File: config.mk
export PLATFORM = sky130hd
export DESIGN_NAME = multicycle_control_flat
export DESIGN_NICKNAME = d
export VERILOG_FILES = /design/src/rtl/multicycle_pkg.sv /design/src/rtl/multicycle_control_if.sv /design/src/rtl/alu_ctrl_decode.sv /design/src/rtl/multicycle_control.sv /design/src/flat_wrapper.sv
export SDC_FILE = /design/constraint.sdc
export NUM_CORES = 1
export LEC_CHECK = 0
export CAP_MARGIN = 20
export CORE_AREA = 5 5 77 79
export DETAILED_ROUTE_END_ITERATION = 10
export DIE_AREA = 0 0 82 84
export GPL_TIMING_DRIVEN = 0
export PLACE_DENSITY = 0.82
export SYNTH_ARGS = -nofsm -noshare
export SYNTH_HDL_FRONTEND = slang
export SYNTH_SLANG_ARGS = --single-unit
File: constraint.sdc
create_clock -name clk -period 5.2 [get_ports clk]
set_clock_uncertainty 0.05 [all_clocks]
set_input_delay 1.04 -clock clk [delete_from_list [all_inputs] [get_ports clk]]
set_output_delay 1.04 -clock clk [all_outputs]
set_load 0.01 [all_outputs]
File: src/rtl/multicycle_pkg.sv
// Shared types and encodings for the multi-cycle MIPS control unit.
// MULTICYCLE_ILLEGAL_TRAP_EN adds the TRAP state to the state enum.
package multicycle_pkg;

    localparam int OPC_W = 6;
    localparam int ALU_W = 4;

    typedef enum logic [3:0] {
        FETCH,
        DECODE,
        EXEC_R,
        EXEC_ADDR,
        MEM_RD,
        MEM_WR,
        WB_R,
        WB_I,
        WB_MEM,
        BRANCH
`ifdef MULTICYCLE_ILLEGAL_TRAP_EN
        ,
        TRAP
`endif
    } state_t;

    localparam logic [OPC_W-1:0] OP_RTYPE = 6'h00;
    localparam logic [OPC_W-1:0] OP_LW    = 6'h23;
    localparam logic [OPC_W-1:0] OP_SW    = 6'h2B;
    localparam logic [OPC_W-1:0] OP_BEQ   = 6'h04;
    localparam logic [OPC_W-1:0] OP_ADDI  = 6'h08;

    localparam logic [OPC_W-1:0] FN_ADD = 6'h20;
    localparam logic [OPC_W-1:0] FN_SUB = 6'h22;
    localparam logic [OPC_W-1:0] FN_AND = 6'h24;
    localparam logic [OPC_W-1:0] FN_OR  = 6'h25;
    localparam logic [OPC_W-1:0] FN_NOR = 6'h27;
    localparam logic [OPC_W-1:0] FN_SLT = 6'h2A;

    localparam logic [ALU_W-1:0] ALU_AND = 4'b0000;
    localparam logic [ALU_W-1:0] ALU_OR  = 4'b0001;
    localparam logic [ALU_W-1:0] ALU_ADD = 4'b0010;
    localparam logic [ALU_W-1:0] ALU_SUB = 4'b0110;
    localparam logic [ALU_W-1:0] ALU_SLT = 4'b0111;
    localparam logic [ALU_W-1:0] ALU_NOR = 4'b1100;

    typedef struct packed {
        logic             reg_dst;
        logic             mem_read;
        logic             mem_to_reg;
        logic             mem_write;
        logic             alu_src;
        logic             reg_write;
        logic             ir_write;
        logic             pc_write;
        logic             pc_branch;
        logic [ALU_W-1:0] alu_ctrl;
    } ctl_t;

endpackage

File: src/rtl/multicycle_control_if.sv
// Instruction/status inputs and datapath control outputs of the control unit.
interface multicycle_control_if;
    import multicycle_pkg::*;

    logic [OPC_W-1:0] opcode;
    logic [OPC_W-1:0] funct;
    logic             zero;
    logic             mem_ready;
    logic             RegDst;
    logic             MemRead;
    logic             MemtoReg;
    logic             MemWrite;
    logic             ALUSrc;
    logic             RegWrite;
    logic [ALU_W-1:0] ALUCtrl;
    logic             IRWrite;
    logic             PCWrite;
    logic             PCBranch;
    logic             illegal;
    logic [31:0]      retire_count;

    modport master (
        input  opcode, funct, zero, mem_ready,
        output RegDst, MemRead, MemtoReg, MemWrite, ALUSrc, RegWrite, ALUCtrl,
               IRWrite, PCWrite, PCBranch, illegal, retire_count
    );

    modport slave (
        output opcode, funct, zero, mem_ready,
        input  RegDst, MemRead, MemtoReg, MemWrite, ALUSrc, RegWrite, ALUCtrl,
               IRWrite, PCWrite, PCBranch, illegal, retire_count
    );

endinterface

File: src/rtl/alu_ctrl_decode.sv
// Combinational R-type funct decode to ALU control code plus a valid flag.
module alu_ctrl_decode
    import multicycle_pkg::*;
(
    input  logic [OPC_W-1:0] funct,
    output logic [ALU_W-1:0] alu_ctrl,
    output logic             valid
);

    always_comb begin
        alu_ctrl = ALU_ADD;
        valid    = 1'b1;
        case (funct)
            FN_ADD:  alu_ctrl = ALU_ADD;
            FN_SUB:  alu_ctrl = ALU_SUB;
            FN_AND:  alu_ctrl = ALU_AND;
            FN_OR:   alu_ctrl = ALU_OR;
            FN_NOR:  alu_ctrl = ALU_NOR;
            FN_SLT:  alu_ctrl = ALU_SLT;
            default: valid    = 1'b0;
        endcase
    end

endmodule

File: src/rtl/multicycle_control.sv
// Multi-cycle MIPS control FSM with registered, glitch-free datapath controls.
// Define MULTICYCLE_ILLEGAL_TRAP_EN to trap on unknown encodings instead of NOP.
module multicycle_control
    import multicycle_pkg::*;
(
    input logic                 clk,
    input logic                 rst_n,
    multicycle_control_if.master bus
);

    state_t           state, state_nxt;
    ctl_t             ctl_q, ctl_nxt;
    logic             primed;
    logic             retire_inc;
    logic [31:0]      retire_q;
    logic [OPC_W-1:0] opcode_q;
    logic [ALU_W-1:0] fn_ctrl;
    logic             fn_valid;
    state_t           bad_state;

    alu_ctrl_decode u_alu_ctrl_decode (
        .funct    (bus.funct),
        .alu_ctrl (fn_ctrl),
        .valid    (fn_valid)
    );

`ifdef MULTICYCLE_ILLEGAL_TRAP_EN
    assign bad_state = TRAP;
`else
    assign bad_state = FETCH;
`endif

    always_comb begin
        state_nxt  = state;
        retire_inc = 1'b0;
        case (state)
            FETCH:     state_nxt = DECODE;
            DECODE: begin
                case (bus.opcode)
                    OP_RTYPE:               state_nxt = fn_valid ? EXEC_R : bad_state;
                    OP_LW, OP_SW, OP_ADDI:  state_nxt = EXEC_ADDR;
                    OP_BEQ:                 state_nxt = BRANCH;
                    default:                state_nxt = bad_state;
                endcase
            end
            EXEC_R:    state_nxt = WB_R;
            EXEC_ADDR: begin
                if (opcode_q == OP_LW)      state_nxt = MEM_RD;
                else if (opcode_q == OP_SW) state_nxt = MEM_WR;
                else                        state_nxt = WB_I;
            end
            MEM_RD:    if (bus.mem_ready) state_nxt = WB_MEM;
            MEM_WR: begin
                if (bus.mem_ready) begin
                    state_nxt  = FETCH;
                    retire_inc = 1'b1;
                end
            end
            WB_R, WB_I, WB_MEM, BRANCH: begin
                state_nxt  = FETCH;
                retire_inc = 1'b1;
            end
`ifdef MULTICYCLE_ILLEGAL_TRAP_EN
            TRAP:      state_nxt = TRAP;
`endif
            default:   state_nxt = FETCH;
        endcase
        // The first cycle out of reset re-enters FETCH so its outputs are issued.
        if (!primed) begin
            state_nxt  = FETCH;
            retire_inc = 1'b0;
        end
    end

    // Controls are computed for the state being entered and registered with it.
    always_comb begin
        ctl_nxt = '0;
        case (state_nxt)
            FETCH: begin
                ctl_nxt.ir_write = 1'b1;
                ctl_nxt.pc_write = 1'b1;
            end
            EXEC_R: begin
                ctl_nxt.reg_dst  = 1'b1;
                ctl_nxt.alu_ctrl = fn_ctrl;
            end
            WB_R: begin
                ctl_nxt.reg_dst   = 1'b1;
                ctl_nxt.alu_ctrl  = ctl_q.alu_ctrl;
                ctl_nxt.reg_write = 1'b1;
            end
            EXEC_ADDR: begin
                ctl_nxt.alu_src  = 1'b1;
                ctl_nxt.alu_ctrl = ALU_ADD;
            end
            WB_I: begin
                ctl_nxt.alu_src   = 1'b1;
                ctl_nxt.alu_ctrl  = ALU_ADD;
                ctl_nxt.reg_write = 1'b1;
            end
            MEM_RD: begin
                ctl_nxt.alu_src  = 1'b1;
                ctl_nxt.alu_ctrl = ALU_ADD;
                ctl_nxt.mem_read = 1'b1;
            end
            WB_MEM: begin
                ctl_nxt.alu_src    = 1'b1;
                ctl_nxt.alu_ctrl   = ALU_ADD;
                ctl_nxt.mem_read   = 1'b1;
                ctl_nxt.mem_to_reg = 1'b1;
                ctl_nxt.reg_write  = 1'b1;
            end
            MEM_WR: begin
                ctl_nxt.alu_src   = 1'b1;
                ctl_nxt.alu_ctrl  = ALU_ADD;
                ctl_nxt.mem_write = 1'b1;
            end
            BRANCH: begin
                ctl_nxt.alu_ctrl  = ALU_SUB;
                ctl_nxt.pc_branch = bus.zero;
            end
            default: ctl_nxt = '0;
        endcase
    end

    always_ff @(posedge clk) begin
        if (!rst_n) begin
            state    <= FETCH;
            primed   <= 1'b0;
            ctl_q    <= '0;
            retire_q <= '0;
        end else begin
            state  <= state_nxt;
            primed <= 1'b1;
            ctl_q  <= ctl_nxt;
            if (retire_inc) retire_q <= retire_q + 32'd1;
        end
    end

    always_ff @(posedge clk) begin
        if (state == DECODE) opcode_q <= bus.opcode;
    end

`ifdef MULTICYCLE_ILLEGAL_TRAP_EN
    logic illegal_q;

    always_ff @(posedge clk) begin
        if (!rst_n) illegal_q <= 1'b0;
        else if (state_nxt == TRAP) illegal_q <= 1'b1;
    end

    assign bus.illegal = illegal_q;
`else
    assign bus.illegal = 1'b0;
`endif

    assign bus.RegDst       = ctl_q.reg_dst;
    assign bus.MemRead      = ctl_q.mem_read;
    assign bus.MemtoReg     = ctl_q.mem_to_reg;
    assign bus.MemWrite     = ctl_q.mem_write;
    assign bus.ALUSrc       = ctl_q.alu_src;
    assign bus.RegWrite     = ctl_q.reg_write;
    assign bus.ALUCtrl      = ctl_q.alu_ctrl;
    assign bus.IRWrite      = ctl_q.ir_write;
    assign bus.PCWrite      = ctl_q.pc_write;
    assign bus.PCBranch     = ctl_q.pc_branch;
    assign bus.retire_count = retire_q;

endmodule

File: src/flat_wrapper.sv
// flat-port wrapper written by rule: the top's interface ports become plain ports
module multicycle_control_flat import multicycle_pkg::*;
  (clk, rst_n, bus_opcode, bus_funct, bus_zero, bus_mem_ready, bus_RegDst, bus_MemRead, bus_MemtoReg, bus_MemWrite, bus_ALUSrc, bus_RegWrite, bus_ALUCtrl, bus_IRWrite, bus_PCWrite, bus_PCBranch, bus_illegal, bus_retire_count);
  multicycle_control_if bus_i ();
  input logic clk;
  input logic rst_n;
  input wire logic [$bits(bus_i.opcode)-1:0] bus_opcode;
  input wire logic [$bits(bus_i.funct)-1:0] bus_funct;
  input wire logic [$bits(bus_i.zero)-1:0] bus_zero;
  input wire logic [$bits(bus_i.mem_ready)-1:0] bus_mem_ready;
  output wire logic [$bits(bus_i.RegDst)-1:0] bus_RegDst;
  output wire logic [$bits(bus_i.MemRead)-1:0] bus_MemRead;
  output wire logic [$bits(bus_i.MemtoReg)-1:0] bus_MemtoReg;
  output wire logic [$bits(bus_i.MemWrite)-1:0] bus_MemWrite;
  output wire logic [$bits(bus_i.ALUSrc)-1:0] bus_ALUSrc;
  output wire logic [$bits(bus_i.RegWrite)-1:0] bus_RegWrite;
  output wire logic [$bits(bus_i.ALUCtrl)-1:0] bus_ALUCtrl;
  output wire logic [$bits(bus_i.IRWrite)-1:0] bus_IRWrite;
  output wire logic [$bits(bus_i.PCWrite)-1:0] bus_PCWrite;
  output wire logic [$bits(bus_i.PCBranch)-1:0] bus_PCBranch;
  output wire logic [$bits(bus_i.illegal)-1:0] bus_illegal;
  output wire logic [$bits(bus_i.retire_count)-1:0] bus_retire_count;
  assign bus_i.opcode = bus_opcode;
  assign bus_i.funct = bus_funct;
  assign bus_i.zero = bus_zero;
  assign bus_i.mem_ready = bus_mem_ready;
  assign bus_RegDst = bus_i.RegDst;
  assign bus_MemRead = bus_i.MemRead;
  assign bus_MemtoReg = bus_i.MemtoReg;
  assign bus_MemWrite = bus_i.MemWrite;
  assign bus_ALUSrc = bus_i.ALUSrc;
  assign bus_RegWrite = bus_i.RegWrite;
  assign bus_ALUCtrl = bus_i.ALUCtrl;
  assign bus_IRWrite = bus_i.IRWrite;
  assign bus_PCWrite = bus_i.PCWrite;
  assign bus_PCBranch = bus_i.PCBranch;
  assign bus_illegal = bus_i.illegal;
  assign bus_retire_count = bus_i.retire_count;
  multicycle_control u_core (.clk(clk), .rst_n(rst_n), .bus(bus_i));
endmodule
==> out/summary.txt, run 1 <==
Status: finished, final reports clean
Synth top area share: 37.7%
Initial Util: 49.4%
Reg2reg setup slack: 2.69 ns
Initial antenna violation count: 0
Largest net degree at the start of global routing: 18
Mapped cell area: 2600 µm²
Type of the most critical hold path: reg -> reg
Seq pwr share: 57.1%
Die Width: 82 µm
Avg Cell Area, Syn: 8.98 µm²
TritonCTS buffer count: 5
Total power: 0.000762 W
Clock transition at path regs: 0.09 ns
Startpoint class of the critical path: input pin
Register area share after synthesis: 44.6%
IO Port Bufs: 60
Synth Instances: 290
# setup viols final: 0
Vias/cell: 5.72
Worst r2r src: u_core.state[2]
# rows: 27
Number of warnings issued by yosys: 0
Synth Flop Type: dfxtp_1
Setup_tns: 0 ns
Post-CTS Resized: 0
1st-pass router iterations: 4
CTS Buffer Depth: 2
Vias in the first global route: 2390
Post-layout min period: 2.91 ns
Combinational share of power: 5.9%
Unrepaired setup endpoints after global routing: no
CTS tree: done
Hold_buf cts: 0
Placer congestion estimate: 0.793
Post-route clock period utilization: 56.0%
Relative slew slack: 38.6%
EDFF count, synth: 6
Vias: 2459
First-pass GRT wire length: 10500 µm
Biggest area consumer among synthesized cells: dfxtp_1
Met3 Use GR: 5.51%
I/O pins: 62
Cell variety after synth: 58
CTS sink cnt: 55
Gr ovfl total: 0
Grt met2 use: 32.3%
M1 GR Usage: 21.3%
Final ANT Viol Nets: 0
Arrival @ worst endpoint: 3.10 ns
Leak: 1.13 nW
Clock share of power: 37.0%
ANT cells: 0
DRC viols: 0
Area Growth Syn to Fin: 30.9%
VDD IR max: 0.163 mV
Worst Setup Path Type: in -> reg
# fillers: 480
Worst-Margin Slew: 0.918 ns
Sw Pwr: 0.000165 W
Sw Ratio: 21.6%
NumNets Final: 374
Global Route Usage Sum: 19.0%
Slew Limit Fails: 0
Pint: 0.000597 W
Die H: 84 µm
FFs w/ async S/R, synth: 0%
Worst path required time: 5.39 ns
Worst setup EP type: register
CP max FO: 10
Skew-Pair Late Insertion Delay: 0.31 ns
Root Driver: clkbuf_8
Number of max-cap violations: 0
RR Endpoint: u_core.bus.ALUCtrl[2]
Worst R2R Path Depth: 6
Post-detailed-routing wire length: 6250 µm
Initial drt markers: 122
Final Hold Viols: 0
CTS H-Tree Depth: 2
Postcts setup bufs: 0
Largest cells by area after synthesis: dfxtp_1 (38%), edfxtp_1 (6.9%), a21oi_1 (5.4%)
Syn_nets: 307
Pre-CTS setup slack: 1.97 ns
Highest clock rate: 343 MHz
Core Area: 5270 µm²
Pwr Density: 224 nW/µm²
Dpl hpwl: 4710 µm
Critical Path Sink: u_core.bus.retire_count[8]
CP Launch Point: bus_mem_ready
Drt wl/cell: 14.5 µm
Die ar.: 6890 µm²
Final core occ: 64.6%
Final WS setup: 2.29 ns
Seq cells post-synth: 55
Layout cell share with drive strength beyond 1: 7.82%
Busiest layer in global routing: met2
-- cell usage after synthesis, drive strengths merged, types with 2 or more instances --
master / number
dfxtp: 49
a21oi: 28
nor2: 18
o21ai: 18
or3: 17
nand4: 16
nand2: 15
nand3: 11
inv: 10
and3: 8
buf: 8
o31ai: 8
xor2: 8
clkbuf: 6
edfxtp: 6
nor2b: 6
or4: 6
nand2b: 4
nor3: 4
or3b: 4
and2: 3
and4: 3
nor4: 3
a211oi: 2
a22oi: 2
o211ai: 2
o2bb2ai: 2
or2: 2
-- power groups by stage --
| stage | Combinational [W] | Clock (W) | Sequential [W] |
|---|---|---|---|
| 6_report | 0.0000450 | 0.000282 | 0.000435 |
| 5_1_grt | 0.0000493 | 0.000305 | 0.000435 |
| 4_1_cts | 0.0000449 | 0.000287 | 0.000435 |
| 3_5_place_dp | 0.0000448 | 0 | 0.000444 |
| 3_3_place_gp | 0.0000440 | 0 | 0.000444 |
| 2_1_floorplan | 0.0000210 | 0 | 0.000444 |
-- kinds of logic (layout without fill, tap and decap cells) --
logic type | after synthesis | count (layout) | synth area share, %
simple gates | 126 | 126 | 29.4
fa+ha+maj | 1 | 1 | 0.480
other cells | 1 | 1 | 0.144
buf+inv | 25 | 93 | 4.66
compound gates | 73 | 73 | 17.7
flops | 55 | 55 | 44.6
xor+xnor | 9 | 9 | 3.03
-- worst min-delay path by stage --
| stage | slack (ns) | end | depth (start not counted) | startpoint |
|---|---|---|---|---|
| after floorplan | 0.44 | u_core.bus.ALUCtrl[3] | 2 | u_core.bus.ALUCtrl[3] |
| after global placement | 0.41 | u_core.bus.ALUCtrl[3] | 2 | u_core.bus.ALUCtrl[3] |
| after detailed placement | 0.42 | u_core.bus.ALUCtrl[3] | 2 | u_core.bus.ALUCtrl[3] |
| after CTS | 0.44 | u_core.bus.ALUCtrl[3] | 2 | u_core.bus.ALUCtrl[3] |
| after global routing | 0.46 | u_core.bus.ALUCtrl[3] | 2 | u_core.bus.ALUCtrl[3] |
| final | 0.44 | u_core.bus.ALUCtrl[3] | 2 | u_core.bus.ALUCtrl[3] |
-- layout make-up --
cell class / count / area, µm² / share of cell area, %
Multi-Input combinational cell: 210 / 1320 / 38.8
Sequential cell: 55 / 1160 / 34.1
Timing Repair Buffer: 60 / 601 / 17.6
Tap cell: 72 / 90.1 / 2.64
Buffer: 14 / 80.1 / 2.35
Clock buffer: 5 / 68.8 / 2.02
Clock inverter: 3 / 43.8 / 1.29
Inverter: 11 / 41.3 / 1.21
-- per-stage QoR --
step | cells | hold WS [ns] | cell area (µm²)
after floorplan | 290 | 0.439 | 2600
after global placement | 422 | 0.414 | 3290
after detailed placement | 422 | 0.421 | 3290
after CTS | 430 | 0.445 | 3410
after global routing | 430 | 0.464 | 3410
final | 430 | 0.441 | 3410
-- cell usage in the layout, fill, tap and decap left out, types with 2 or more instances in the layout --
cell | Yosys | routed
and4_1 | 3 | 3
dfxtp_1 | 49 | 49
or2_2 | 2 | 2
nor3_1 | 3 | 3
nor4_1 | 3 | 3
nor2_1 | 18 | 18
or3_1 | 17 | 17
clkbuf_8 | 0 | 5
clkbuf_1 | 6 | 6
or3b_1 | 2 | 2
a21oi_1 | 28 | 28
buf_4 | 2 | 2
or4_1 | 6 | 6
a211oi_1 | 2 | 2
nand3_1 | 10 | 10
xor2_1 | 8 | 8
o31ai_1 | 7 | 7
nand4_1 | 14 | 14
nor2b_1 | 6 | 6
clkdlybuf4s50_1 | 0 | 60
buf_6 | 2 | 2
a22oi_1 | 2 | 2
edfxtp_1 | 6 | 6
buf_2 | 4 | 4
and3_1 | 8 | 8
o2bb2ai_1 | 2 | 2
nand2b_1 | 4 | 4
o21ai_0 | 18 | 18
and2_1 | 3 | 3
inv_1 | 10 | 10
or3b_2 | 2 | 2
nand2_1 | 15 | 15
-- flip-flops by register name (all words and copies together), names as in the netlist --
| register | cells |
|---|---|
| u_core.bus.RegWrite | 1 |
| u_core.state | 4 |
| u_core.bus.MemtoReg | 1 |
| u_core.bus.ALUSrc | 1 |
| u_core.bus.MemRead | 1 |
| u_core.primed | 1 |
| u_core.bus.RegDst | 1 |
| u_core.bus.PCBranch | 1 |
| u_core.bus.ALUCtrl | 4 |
| u_core.bus.IRWrite | 1 |
| u_core.opcode_q | 6 |
| u_core.bus.MemWrite | 1 |
| u_core.bus.retire_count | 32 |
-- critical path: stages --
cell and delay, ns:
clkdlybuf4s50_1 0.55, a21oi_1 0.12, o31ai_2 0.32, nand3_1 0.29
clkbuf_1 0.29, or3_1 0.36, a21oi_1 0.13
-- metal layers --
metal / vias up / wire [µm]
met5: - / 0
met4: 0 / 152
met3: 14 / 390
met2: 71 / 3160
met1: 1159 / 2550
li1: 1215 / -
(Power assumes the default switching activity.)
==> run 2, diff against run 1 <==
Settings changed: CORE_AREA 5 5 77 79 to 5 5 83 85, DIE_AREA 0 0 82 84 to 0 0 88 90, PLACE_DENSITY 0.82 to 0.74.
Clock period 5.2 ns to 2.45 ns, I/O delays scaled along.
==> run 2 against run 1 <==
Effect of this change: combinational power increased by 120%; design area increased by 1.3%; flip-flop and latch count unchanged; clock-buffer cell count increased by 2; sequential power increased by 110%; cell count increased by 1.2%; core utilization decreased by 8.4 points; via count decreased by 0.69%; highest routed layer unchanged.
==> out/summary.txt, run 2 (synthesis results as in run 1) <==
CTS H-Tree Depth: 2 (unchanged)
VDD IR max: 0.247 mV (+52%)
Arrival @ worst endpoint: 2.46 ns (-0.64 ns)
Area Growth Syn to Fin: 32.5%
Global Route Usage Sum: 16.5% (-2.4 points)
TritonCTS buffer count: 5 (unchanged)
Placer congestion estimate: 0.848 (+6.9%)
Unrepaired setup endpoints after global routing: no
CP max FO: 6 (-4)
Pwr Density: 487 nW/µm² (+120%)
Initial antenna violation count: 0 (unchanged)
Clock transition at path regs: 0.09 ns (about the same)
Initial Util: 42.5% (-6.9 points)
Most frequent cells in the layout: clkdlybuf4s50_1 (60), dfxtp_1 (49), a21oi_1 (28)
Vias in the first global route: 2305 (-3.6%)
Sw Pwr: 0.000350 W (+110%)
Slew Limit Fails: 0 (unchanged)
Initial drt markers: 173 (+42%)
Skew-Pair Late Insertion Delay: 0.31 ns (about the same)
IO Port Bufs: 60 (unchanged)
1st-pass router iterations: 4 (unchanged)
Worst setup EP type: register
Total power: 0.00168 W (+120%)
Core Area: 6130 µm² (+16%)
Die ar.: 7920 µm² (+15%)
Clock share of power: 39.3% (+2.3 points)
CTS sink cnt: 55 (unchanged)
Gr ovfl total: 0 (unchanged)
Layout cell share with drive strength beyond 1: 7.82% (unchanged)
Die H: 90 µm (+7.1%)
Combinational share of power: 5.8% (about the same)
CTS tree: done
Largest net degree at the start of global routing: 17 (-1)
Reg2reg setup slack: 0.29 ns (-2.40 ns)
Final Hold Viols: 0 (unchanged)
Vias/cell: 5.61 (-1.8%)
Leak: 1.14 nW (+0.81%)
Hold_buf cts: 0 (unchanged)
Final Instance Area: 3450 µm² (+1.3%)
# rows: 29 (+7.4%)
# setup viols final: 0 (unchanged)
Worst Setup Path Type: in -> reg
Post-detailed-routing wire length: 6350 µm (+1.6%)
Max FFs per register: 32 (unchanged)
Startpoint class of the critical path: input pin
Highest clock rate: 432 MHz
Seq pwr share: 54.9% (-2.2 points)
Area after DPL: 3300 µm² (+0.19%)
Status: finished, final reports clean
CTS Buffer Depth: 2 (unchanged)
Die Width: 88 µm (+7.3%)
Type of the most critical hold path: reg -> reg
Worst-Margin Slew: 0.627 ns (-0.291 ns)
Post-layout min period: 2.31 ns
Most common cell after layout, fill and taps aside: clkdlybuf4s50_1
Final core occ: 56.3% (-8.4 points)
DRC viols: 0 (unchanged)
ANT cells: 0 (unchanged)
Pre-CTS setup slack: -0.256 ns (-2.22 ns)
Worst path required time: 2.60 ns (-2.79 ns)
Sw Ratio: 20.8% (-0.78 points)
Final ANT Viol Nets: 0 (unchanged)
Pint: 0.00133 W (+120%)
Final WS setup: 0.137 ns (-2.15 ns)
First-pass GRT wire length: 10700 µm (+2.8%)
Number of max-cap violations: 0 (unchanged)
Drt wl/cell: 14.6 µm (+0.40%)
Relative slew slack: 57.8% (+19 points)
NumNets Final: 374 (unchanged)
Dpl hpwl: 4770 µm (+1.2%)
Vias: 2442 (-0.69%)
I/O pins: 62 (unchanged)
Root Driver: clkbuf_8
Post-route clock period utilization: 94.4%
[run 2: stage by stage]
step | hold slack, ns | instances | TNS [ns]
floorplan | 0.439 | 290 | 0
global placement | 0.414 | 427 | -2.39
detailed placement | 0.429 | 427 | -2.98
CTS | 0.450 | 435 | 0
global route | 0.494 | 435 | 0
finish | 0.438 | 435 | 0
[run 2: power by group through the flow]
stage	sequential, W	combinational, W	clock, W
floorplan	0.000943	0.0000446	0
global placement	0.000943	0.0000941	0
detailed placement	0.000943	0.0000959	0
CTS	0.000923	0.0000962	0.000673
global route	0.000924	0.000106	0.000716
finish	0.000923	0.0000970	0.000661
[run 2: worst max-delay path, cell delays in order]
cell	delay, ns
clkdlybuf4s50_1	0.47
or3b_2	0.48
a21oi_1	0.47
nor2b_1	0.20
a22oi_1	0.09
o221a_2	0.26
[run 2: area by class of cell]
type                       instances  area (µm²)
fill                             567        2680
multi-input combinational        210        1340
sequential                        55        1160
timing repair buffer              60         601
clock buffer                       7        97.6
tap                               77        96.3
buffer                            14        80.1
inverter                          11        41.3
clock inverter                     1        30.0
[run 2: repair_timing]
| action | CTS | global route |
|---|---|---|
| resized for setup | 0 | 3 |
| setup endpoints to repair | 0 | 11 |
| setup buffers | 0 | 0 |
[run 2: per-layer routing]
layer	wire [µm]	share of wire, %	vias to the layer above	global-route usage, %
met2	2940	46	78	26.4
met1	2850	45	1136	21.7
met5	0	0	-	0
met4	80	1.3	0	3.96
met3	475	7.5	9	4.84
li1	-	-	1219	-
[run 2: path summary, 6_finish.rpt]
check	end	cells after the start	start
hold reg to reg	u_core.bus.ALUCtrl[3]	2	u_core.bus.ALUCtrl[3]
hold / removal	u_core.bus.ALUCtrl[3]	2	u_core.bus.ALUCtrl[3]
setup / recovery	u_core.bus.ALUCtrl[1]	6	bus_mem_ready
setup reg to reg	u_core.bus.ALUCtrl[1]	6	u_core.state[2]
==> run 3, diff against run 2 <==
Settings changed: CTS_CLUSTER_SIZE set to 14, SKIP_CTS_REPAIR_TIMING set to 1.
==> results of run 3 <==
Final layout, timing and power as in run 2 (identical DEF).
==> RTL change (config.mk and constraints of run 3) <==
The package constant `OPC_W` goes from 6 to 12.
--- a/src/rtl/multicycle_pkg.sv
+++ b/src/rtl/multicycle_pkg.sv
@@ -3,5 +3,5 @@
 package multicycle_pkg;
 
-    localparam int OPC_W = 6;
+    localparam int OPC_W = 12;
     localparam int ALU_W = 4;
 
Interface: changed (resized bus_funct and bus_opcode); port bits go from 62 to 74. No check against the original RTL was run, so the function may have changed too.
==> RTL change against run 3 <==
Routed wire length up 7.9%; total power is 20% higher; non-clock buffer count up 13; cell area rose by 11%; cell count up 6.7%; sequential power rose by 13%; synthesized area is 6.7% higher; sequential cell count is 6 higher; setup slack lost 0.084 ns; critical path type unchanged; highest routed layer unchanged.
==> RTL change: results (changes against run 3) <==
* Highest ir drop seen on vdd: 337.6 uV (+37%)
- The critical path starts at bus_funct[1].
* Sequential area share after synthesis: 0.4827 (+0.03673)
- Slew @ Worst Pin: 0.5006 ns (-0.1260 ns)
* Launching point of the worst reg2reg path: u_core.state[0]
* Number of global-route vias before repair: 2367 (+2.7%)
- The share of the synthesized area in compound gates (AO/OA/AOI/OAI) came to 0.1157 (-0.06112).
- Hold Crit Start: u_core.bus.ALUCtrl[0]
- Outcome: finished, final reports clean
* Synth cell count leaders: sky130_fd_sc_hd__dfxtp_1 (49), sky130_fd_sc_hd__nor2_1 (30), sky130_fd_sc_hd__nand2_1 (20)
- Max Fanout on Critical Path: 7 (+1)
- The count of cell types in the netlist was 56 (-3.4%).
- The clock transition at the register clock pins on the worst setup and hold paths after CTS is 0.06 ns (-0.03 ns).
- The non-filler instance count after layout was 464 (+6.7%).
* Min Clock Period, post-route: 2.397 ns (+0.08397 ns)
- The TritonCTS buffer count was 9 (+4).
* Internal power: 0.001581 W (+19%)
- Following the worst setup path forward leads to its endpoint at u_core.bus.ALUCtrl[2].
* Post-placement cell count: 444 (+4.0%)
- Worst reg-to-reg path cell count: 5 (-1)
- The arrival time reported for the critical path endpoint is 2.61 ns (+0.15 ns).
* Largest stage delay on the critical path: 0.56 ns (+0.08 ns)
- Synthesized Nets: 324 (+5.5%)
* Detailed placement HPWL: 4.997 mm (+4.8%)
* Pin count of the biggest net entering global routing: 14 (-3)
- The fraction of synthesized area in multiplexers was 0.007654 (+0.007654).
* Mean routed wirelength per cell: 14.76 um (+1.2%)
* Cells taking the most area after synthesis: sky130_fd_sc_hd__dfxtp_1 (35%), sky130_fd_sc_hd__edfxtp_1 (13%), sky130_fd_sc_hd__xnor2_1 (5.4%)
- Mean post-synth cell area: 9.420 sq um (+4.9%)
- The post-detailed-route via-to-cell ratio is 5.278 (-6.0%).
* GRT Overall Usage: 0.1789 (+0.01364)
- The wire length of the first global-routing pass came to 11.29 mm (+5.1%).
- The combinational cell power is 0.000114 W (+18%).
-- RTL change: cell count changes after synthesis, moves of 7 or more --
cell / before / now
sky130_fd_sc_hd__nand4_1: 14 / 7
sky130_fd_sc_hd__xnor2_1: 1 / 17
sky130_fd_sc_hd__nor4_1: 3 / 12
sky130_fd_sc_hd__a21oi_1: 28 / 15
sky130_fd_sc_hd__nor2_1: 18 / 30
sky130_fd_sc_hd__nor3_1: 3 / 12
-- RTL change: layout make-up --
cell class	count	area (sq um)
Multi-Input combinational cell	210	1361
Clock buffer	15	187.7
Fill cell	547	2287
Timing Repair Buffer	77	758.2
Tap cell	77	96.34
Inverter	14	52.55
Sequential cell	61	1341
Buffer	10	47.55
-- RTL change: metal layers --
metal	GRT usage	share of wire	vias up
met3	0.05302	0.052	6
met1	0.2360	0.46	1148
met2	0.2764	0.48	53
li1	-	-	1242
met5	0	0	-
met4	0.06138	0.012	0
